==> config.mk <==
export PLATFORM = sky130hd
export DESIGN_NAME = reorder_buffer
export DESIGN_NICKNAME = d
export VERILOG_FILES = /design/src/rtl/reorder_buffer.sv
export SDC_FILE = /design/constraint.sdc
export NUM_CORES = 2
export LEC_CHECK = 0
export BUFFER_PORTS_ARGS = -buffer_cell sky130_fd_sc_hd__buf_4
export CAP_MARGIN = 30
export CORE_MARGIN = 2
export CORE_UTILIZATION = 30
export DETAILED_ROUTE_END_ITERATION = 16
export PLACE_DENSITY = 0.46
export SYNTH_ARGS = -nofsm -noshare
export SYNTH_HDL_FRONTEND = slang
export SYNTH_SLANG_ARGS = --single-unit
==> constraint.sdc <==
create_clock -name clk -period 6.7 [get_ports clk]
set_input_delay 1.34 -clock clk [delete_from_list [all_inputs] [get_ports clk]]
set_output_delay 1.34 -clock clk [all_outputs]
set_load 0.01 [all_outputs]
==> src/rtl/reorder_buffer.sv <==
// Reorder buffer: dual-lane dispatch allocation, dual writeback, dual in-order
// retire, and precise exception flush.
//
// Entries live in a circular buffer addressed by head (oldest) and tail
// (next free) pointers that carry one extra wrap bit, so occupancy is simply
// tail - head and full/empty need no extra state.
//
// Ports
//   clk, rst        clock; synchronous active-high reset
//   alloc_*         per-lane dispatch request (valid, dst areg, new/old preg, pc)
//   alloc_ready     at least two entries free (from registered occupancy)
//   alloc_idx       ROB index given to each lane this cycle
//   wb_valid/idx/exc  completion ports (port 1 wins on an index collision)
//   commit_*        per-lane retire strobe and retired-entry fields
//   flush/flush_pc  exception at head: pulse and faulting pc
//   count/empty/full  occupancy status
module reorder_buffer #(
  parameter int DEPTH  = 32,
  parameter int AREG_W = 5,
  parameter int PREG_W = 6,
  parameter int PC_W   = 32,
  localparam int IDX_W = $clog2(DEPTH)
) (
  input  logic                   clk,
  input  logic                   rst,
  input  logic [1:0]             alloc_valid,
  input  logic [1:0][AREG_W-1:0] alloc_dst_areg,
  input  logic [1:0][PREG_W-1:0] alloc_dst_preg,
  input  logic [1:0][PREG_W-1:0] alloc_old_preg,
  input  logic [1:0][PC_W-1:0]   alloc_pc,
  output logic                   alloc_ready,
  output logic [1:0][IDX_W-1:0]  alloc_idx,
  input  logic [1:0]             wb_valid,
  input  logic [1:0][IDX_W-1:0]  wb_idx,
  input  logic [1:0]             wb_exc,
  output logic [1:0]             commit_valid,
  output logic [1:0][AREG_W-1:0] commit_areg,
  output logic [1:0][PREG_W-1:0] commit_preg,
  output logic [1:0][PREG_W-1:0] commit_old_preg,
  output logic [1:0][PC_W-1:0]   commit_pc,
  output logic                   flush,
  output logic [PC_W-1:0]        flush_pc,
  output logic [IDX_W:0]         count,
  output logic                   empty,
  output logic                   full
);

  localparam logic [IDX_W:0]   DEPTH_CNT = (IDX_W+1)'(DEPTH);
  localparam logic [IDX_W-1:0] ONE_IDX   = IDX_W'(1);

  logic [IDX_W:0]    head, tail;
  logic [DEPTH-1:0]  ent_valid, ent_done, ent_exc;
  logic [AREG_W-1:0] ent_areg     [DEPTH];
  logic [PREG_W-1:0] ent_preg     [DEPTH];
  logic [PREG_W-1:0] ent_old_preg [DEPTH];
  logic [PC_W-1:0]   ent_pc       [DEPTH];

  logic [IDX_W-1:0]  head_idx, head1_idx;
  logic              head_done, head1_done;
  logic [1:0]        alloc_fire;

  function automatic logic [IDX_W:0] pop2(input logic [1:0] v);
    return (IDX_W+1)'(v[0]) + (IDX_W+1)'(v[1]);
  endfunction

  always_comb begin
    count       = tail - head;
    empty       = (count == '0);
    full        = (count == DEPTH_CNT);
    // Same-cycle retires are deliberately not credited here, keeping the
    // ready path off the commit logic.
    alloc_ready = ((DEPTH_CNT - count) >= (IDX_W+1)'(2));

    alloc_idx[0] = tail[IDX_W-1:0];
    alloc_idx[1] = tail[IDX_W-1:0] + ONE_IDX;
    // Lane 1 without lane 0 is an illegal request; drop both lanes.
    alloc_fire[0] = alloc_ready & alloc_valid[0];
    alloc_fire[1] = alloc_ready & alloc_valid[0] & alloc_valid[1];

    head_idx   = head[IDX_W-1:0];
    head1_idx  = head_idx + ONE_IDX;
    head_done  = ent_valid[head_idx] & ent_done[head_idx];
    head1_done = ent_valid[head1_idx] & ent_done[head1_idx];

    flush    = head_done & ent_exc[head_idx];
    flush_pc = flush ? ent_pc[head_idx] : '0;

    commit_valid[0] = head_done & ~ent_exc[head_idx];
    // An exception on head+1 only blocks lane 1; it flushes once it is head.
    commit_valid[1] = commit_valid[0] & head1_done & ~ent_exc[head1_idx];

    commit_areg[0]     = ent_areg[head_idx];
    commit_areg[1]     = ent_areg[head1_idx];
    commit_preg[0]     = ent_preg[head_idx];
    commit_preg[1]     = ent_preg[head1_idx];
    commit_old_preg[0] = ent_old_preg[head_idx];
    commit_old_preg[1] = ent_old_preg[head1_idx];
    commit_pc[0]       = ent_pc[head_idx];
    commit_pc[1]       = ent_pc[head1_idx];
  end

  // Control state: pointers and per-entry status bits.
  always_ff @(posedge clk) begin
    if (rst || flush) begin
      head      <= '0;
      tail      <= '0;
      ent_valid <= '0;
      ent_done  <= '0;
      ent_exc   <= '0;
    end else begin
      // Port 1 is applied last so it wins on a shared index.
      for (int p = 0; p < 2; p++) begin
        if (wb_valid[p] && ent_valid[wb_idx[p]]) begin
          ent_done[wb_idx[p]] <= 1'b1;
          ent_exc[wb_idx[p]]  <= wb_exc[p];
        end
      end
      if (commit_valid[0]) ent_valid[head_idx]  <= 1'b0;
      if (commit_valid[1]) ent_valid[head1_idx] <= 1'b0;
      // Allocation only targets free entries, so it never collides with a
      // writeback or a retire of the same index.
      for (int l = 0; l < 2; l++) begin
        if (alloc_fire[l]) begin
          ent_valid[alloc_idx[l]] <= 1'b1;
          ent_done[alloc_idx[l]]  <= 1'b0;
          ent_exc[alloc_idx[l]]   <= 1'b0;
        end
      end
      head <= head + pop2(commit_valid);
      tail <= tail + pop2(alloc_fire);
    end
  end

  // Payload fields; meaningful only while the entry's valid bit is set.
  always_ff @(posedge clk) begin
    for (int l = 0; l < 2; l++) begin
      if (alloc_fire[l]) begin
        ent_areg[alloc_idx[l]]     <= alloc_dst_areg[l];
        ent_preg[alloc_idx[l]]     <= alloc_dst_preg[l];
        ent_old_preg[alloc_idx[l]] <= alloc_old_preg[l];
        ent_pc[alloc_idx[l]]       <= alloc_pc[l];
      end
    end
  end

endmodule

-- Word level (Yosys, flattened, before mapping)
Memories as Yosys holds them, arrays and structs flattened. A register that Yosys moved wholly into a read port is not among the register bits.
Index checks and enable logic that the tools add are counted.
- flip-flop bits (word level): 108
- latch bits: 0
- RAM bits: 1568
- bits in read-only memories: 0
- output and inout port bits: 152
- word-level logic and storage cells: 125
- memories: 4
- memories (name ; words ; width ; rd ports ; clocked after Yosys merged registers in ; write ports ; RTL line ; source):
    ent_pc ; 32 ; 32 ; 2 ; 1 ; 2 ; 56 ; logic [PC_W-1:0] ent_pc [DEPTH];
    ent_old_preg ; 32 ; 6 ; 2 ; 1 ; 2 ; 55 ; logic [PREG_W-1:0] ent_old_preg [DEPTH];
    ent_preg ; 32 ; 6 ; 2 ; 1 ; 2 ; 54 ; logic [PREG_W-1:0] ent_preg [DEPTH];
    ent_areg ; 32 ; 5 ; 2 ; 1 ; 2 ; 53 ; logic [AREG_W-1:0] ent_areg [DEPTH];
- $add $sub $neg: 8
- multipliers: 0
- div/mod/pow operators: 0
- $lt $le $gt $ge: 13
- eq/ne operators: 1
- shift-type cells: 0
- mux-type cells: 60
- bitwise gates (word level): 24
- reduce and logical (&&, ||, !) cells: 10
- operators with widths (operator ; count):
    two-way mux 32 bit ; 22
    bitwise AND 32 bit ; 6
    NOT 32 bit ; 4
    bitwise OR 32 bit ; 4
    bitwise mux 32 bit ; 2
    binary-select mux 1 bit (select 5 bit) ; 8
    less-than comparator 5 x 6 -> 1 bit (second input constant) ; 6
    demux 1 bit (select 5 bit) ; 6
    >= comparator 5 x 1 -> 1 bit (second input constant) ; 6
    two-way mux 5 bit ; 4
    two-way mux 1 bit ; 18
    adder 6 x 2 -> 6 bit ; 2
    adder 5 x 1 -> 5 bit (second input constant) ; 2
    bitwise AND 1 bit ; 8
    logical AND 1 bit ; 8
    == test 6 bit (second input constant) ; 1
    >= comparator 6 x 2 -> 1 bit (second input constant) ; 1
    zero test 6 bit ; 1
    subtractor 6 bit ; 1
    subtractor 6 bit (first input constant) ; 1
    adder 1 x 1 -> 2 bit ; 2
    NOT 1 bit ; 2
    logical OR 1 bit ; 1

-- Depth between registers and ports, before layout
- word-level depth: 16
- depth in mapped cells: 25
- gate-level depth less buffers: 17

-- Worst setup path before layout
OpenSTA, ideal clock, no wires.
- path type: register to register
- start: register head[1]
- end: memory ent_areg[16][0], enable pin
- setup time: 0.460 ns
- data arrival time: 5.699 ns
- path slack: 0.541 ns
- cell stages (with the launch flop): 19
- buffers on the path: 9
- cells stage by stage: dfxtp_1 buf_2 buf_4 buf_4 buf_4 buf_4 buf_2 buf_2 buf_4 inv_1 ha_1 nand3b_1 a21boi_1 nor4_1 a311oi_2 xnor2_1 nor2_4 buf_1 nor2_1
- RTL lines (what ; RTL line ; source):
    start, declared ; 51 ; logic [IDX_W:0] head, tail;
    start signal, assigned ; 129 ; head <= head + pop2(commit_valid);
    end, declared ; 53 ;

==> results_dict.tcl <==
set metrics [dict create \
    status "finished clean" \
    vias 65968 \
    startpoint_type "flop" \
    power_density_nw_per_um2 247 \
    dieArea_sq_um 337000 \
    synth_top_area_share 0.472 \
    power.leakage_nw 35.3 \
    ys_types 86 \
    yosysTopAreaCell "edfxtp_1" \
    slew_viol_final 0 \
    netSwitchingFraction 0.282 \
    die_h_um 581 \
    fmax_mhz 158 \
    cp.required_ps 5360 \
    synth_nets 6453 \
    io_buffers 267 \
    wl_per_cell_um 39.8 \
    power_frac_seq 0.439 \
    cp_max_fo 101 \
    num_rows 211 \
    tightest_slew_ps 1100 \
    grt_max_degree 127 \
    hold_path.class "flop to flop" \
    synth_edf_count 1568 \
    drive_above_1_share 0.478 \
    critical_path_class "flop to output port" \
    p_sw_mw 7.88 \
    async_reset_ff_frac 0 \
    fin_tns_setup_ps 0 \
    setup_viol 0 \
    grt_pass1_vias 65856 \
    grtUsageTotal 0.247 \
    route.detailed.drc 0 \
    rsz0062_at_grt "false" \
    wl_um 427000 \
    ctsResizeCount 0 \
    period_share 0.945 \
    clock_latency_ps 910 \
    core_sq_um 331000 \
    p_int_mw 20.0 \
    ctsHoldBuffers 0 \
    hold_violations 0 \
    hpwl_um 242000 \
    cts-root-buf "clkbuf_16" \
    num_io_pins 268 \
    final_area_sq_um 113000 \
    htree_levels 4 \
    clkTransAtPathRegs_ps 60 \
    max_cap_violations 0 \
    dr.first_iter.drc_count 7972 \
    grt_pass1_wl_um 581000 \
    postRouteAntennaNets 0 \
    postCtsSetupRepairBufs 0 \
    vias_per_cell 6.15 \
    syn2layout_area_growth_pct 13.6 \
    synth_area_leaders "edfxtp_1 47%, mux4_2 19%, mux2_2 15%" \
    final_nets 6335 \
    cts_num_sinks 1676 \
    cp_data_arrival_time_ps 4990 \
    placed_area_sq_um 107000 \
    synth.cell_area_sq_um 99700 \
    ys.flop_type "edfxtp_1" \
    netlist_instances 6314 \
    cts_tree "done" \
    power_frac_comb 0.157 \
    power_mw 27.9 \
    postSynthAreaPerCell_sq_um 15.8 \
    skew_ps 54.9 \
    dr.pass1.iters 6 \
    clkPwrFrac 0.404 \
    max-slew-margin-rel 0.269 \
    die_x_um 581 \
    floorplan.initialDensity 0.302 \
    end_kind "output port" \
    grt_antenna_before_repair 46 \
    synth-seq-area-share 0.494 \
    final_core_util 0.343 \
    gr-total-overflow 0 \
    cts_buffer_depth 4 \
    ys_seq_elements 1676 \
    routabilityCongestion 0.863 \
    yosysWarnings 0 \
    cts_made_buffers 208 \
    period_minus_slack_ps 6330 \
    peakVddDrop_mv 0.465 \
    fin_hold_ws_ps 518 \
]
-- layer usage --
layer	vias up	wire [um]	global-route usage
li1	25819	-	-
met1	36263	180000	0.339
met2	3122	201000	0.399
met3	746	30100	0.0373
met4	18	15600	0.0793
met5	-	124	0
-- worst paths after layout --
path                                        startpoint                        to  slack [ps]  cells after the start
worst min-delay path            ent_done[0]$_SDFF_PP0_    ent_done[0]$_SDFF_PP0_         520                      2
worst max-delay path                head[0]$_SDFF_PP0_             commit_pc[55]         370                      8
worst max register to register      tail[0]$_SDFF_PP0_  ent_pc[17][23]$_DFFE_PP_        1120                     14
worst min register to register  ent_done[0]$_SDFF_PP0_    ent_done[0]$_SDFF_PP0_         520                      2
-- flip-flops by register name, indices dropped and copies added (netlist names) --
register / cells
ent_valid: 32
tail: 6
ent_old_preg: 192
head: 6
ent_areg: 160
ent_done: 32
ent_pc: 1024
ent_exc: 32
ent_preg: 192
-- critical path, stage by stage (launching register included) --
cell and delay (ps):
dfxtp_4 750, inv_2 330, ha_4 700, buf_12 500, mux4_2 440, mux4_2 480, nand2_1 130, nand2_1 170
buf_4 190
-- kinds of logic after synthesis --
| family | synth area share |
|---|---|
| AOI/OAI and AO/OA | 0.0441 |
| adders and majority gates | 0.00311 |
| DFF | 0.494 |
| xor gates and xnor gates | 0.00192 |
| and+or+nand+nor | 0.0340 |
| muxes | 0.382 |
| buffers and inverters | 0.0404 |
-- power by group through the flow --
stage                     combinational [mW]  clock (mW)  sequential (mW)
after floorplan                         2.25           0             12.4
after global placement                  4.35           0             12.4
after detailed placement                4.38           0             12.5
after CTS                               4.39        11.5             12.2
after global routing                    4.58        11.8             12.3
final                                   4.39        11.3             12.2
-- placed cells by master, fill, tap and decap left out, types with 32 or more instances in the layout --
| cell type | count |
|---|---|
| a22o_1 | 35 |
| nor2_4 | 33 |
| mux4_2 | 862 |
| nor2_1 | 80 |
| dfxtp_1 | 105 |
| buf_4 | 410 |
| mux2_1 | 297 |
| mux2_2 | 1289 |
| clkbuf_1 | 53 |
| mux2i_1 | 86 |
| edfxtp_1 | 1568 |
| inv_1 | 34 |
| nand3_4 | 32 |
| nor3_1 | 73 |
| buf_12 | 76 |
| nand3_1 | 64 |
| nand2_1 | 136 |
| o211ai_1 | 37 |
| clkbuf_16 | 211 |
| a22oi_1 | 217 |
| clkinv_1 | 44 |
| clkinv_2 | 37 |
| and2_1 | 37 |
-- synthesized netlist by cell type, types with 31 or more instances --
library cell / instances
and2_1: 38
o211ai_1: 37
nor3_1: 79
mux2i_1: 86
edfxtp_1: 1568
a211oi_1: 31
buf_4: 63
nand3_1: 76
buf_2: 266
mux2_1: 297
mux2_2: 1289
mux4_2: 862
nand2_1: 136
clkbuf_1: 434
dfxtp_1: 108
nor2_1: 112
a22oi_1: 217
inv_1: 37
a22o_1: 36
a221oi_1: 31
-- through the flow --
step           cells  worst slack, ps
2_1_floorplan   6314              541
3_3_place_gp   10339             1120
3_5_place_dp   10351             1220
4_1_cts        10726              324
5_1_grt        10731             88.4
6_report       10735              372
-- cell type report --
type | count | area, sq um
fill | 31696 | 217000
sequential | 1676 | 49300
multi-input combinational | 3774 | 47100
clock buffer | 269 | 5540
tap | 4366 | 5460
timing repair buffer | 492 | 4720
clock inverter | 106 | 990
inverter | 44 | 176
antenna | 8 | 20.0
Note: power is estimated with default switching activity, not from simulation.
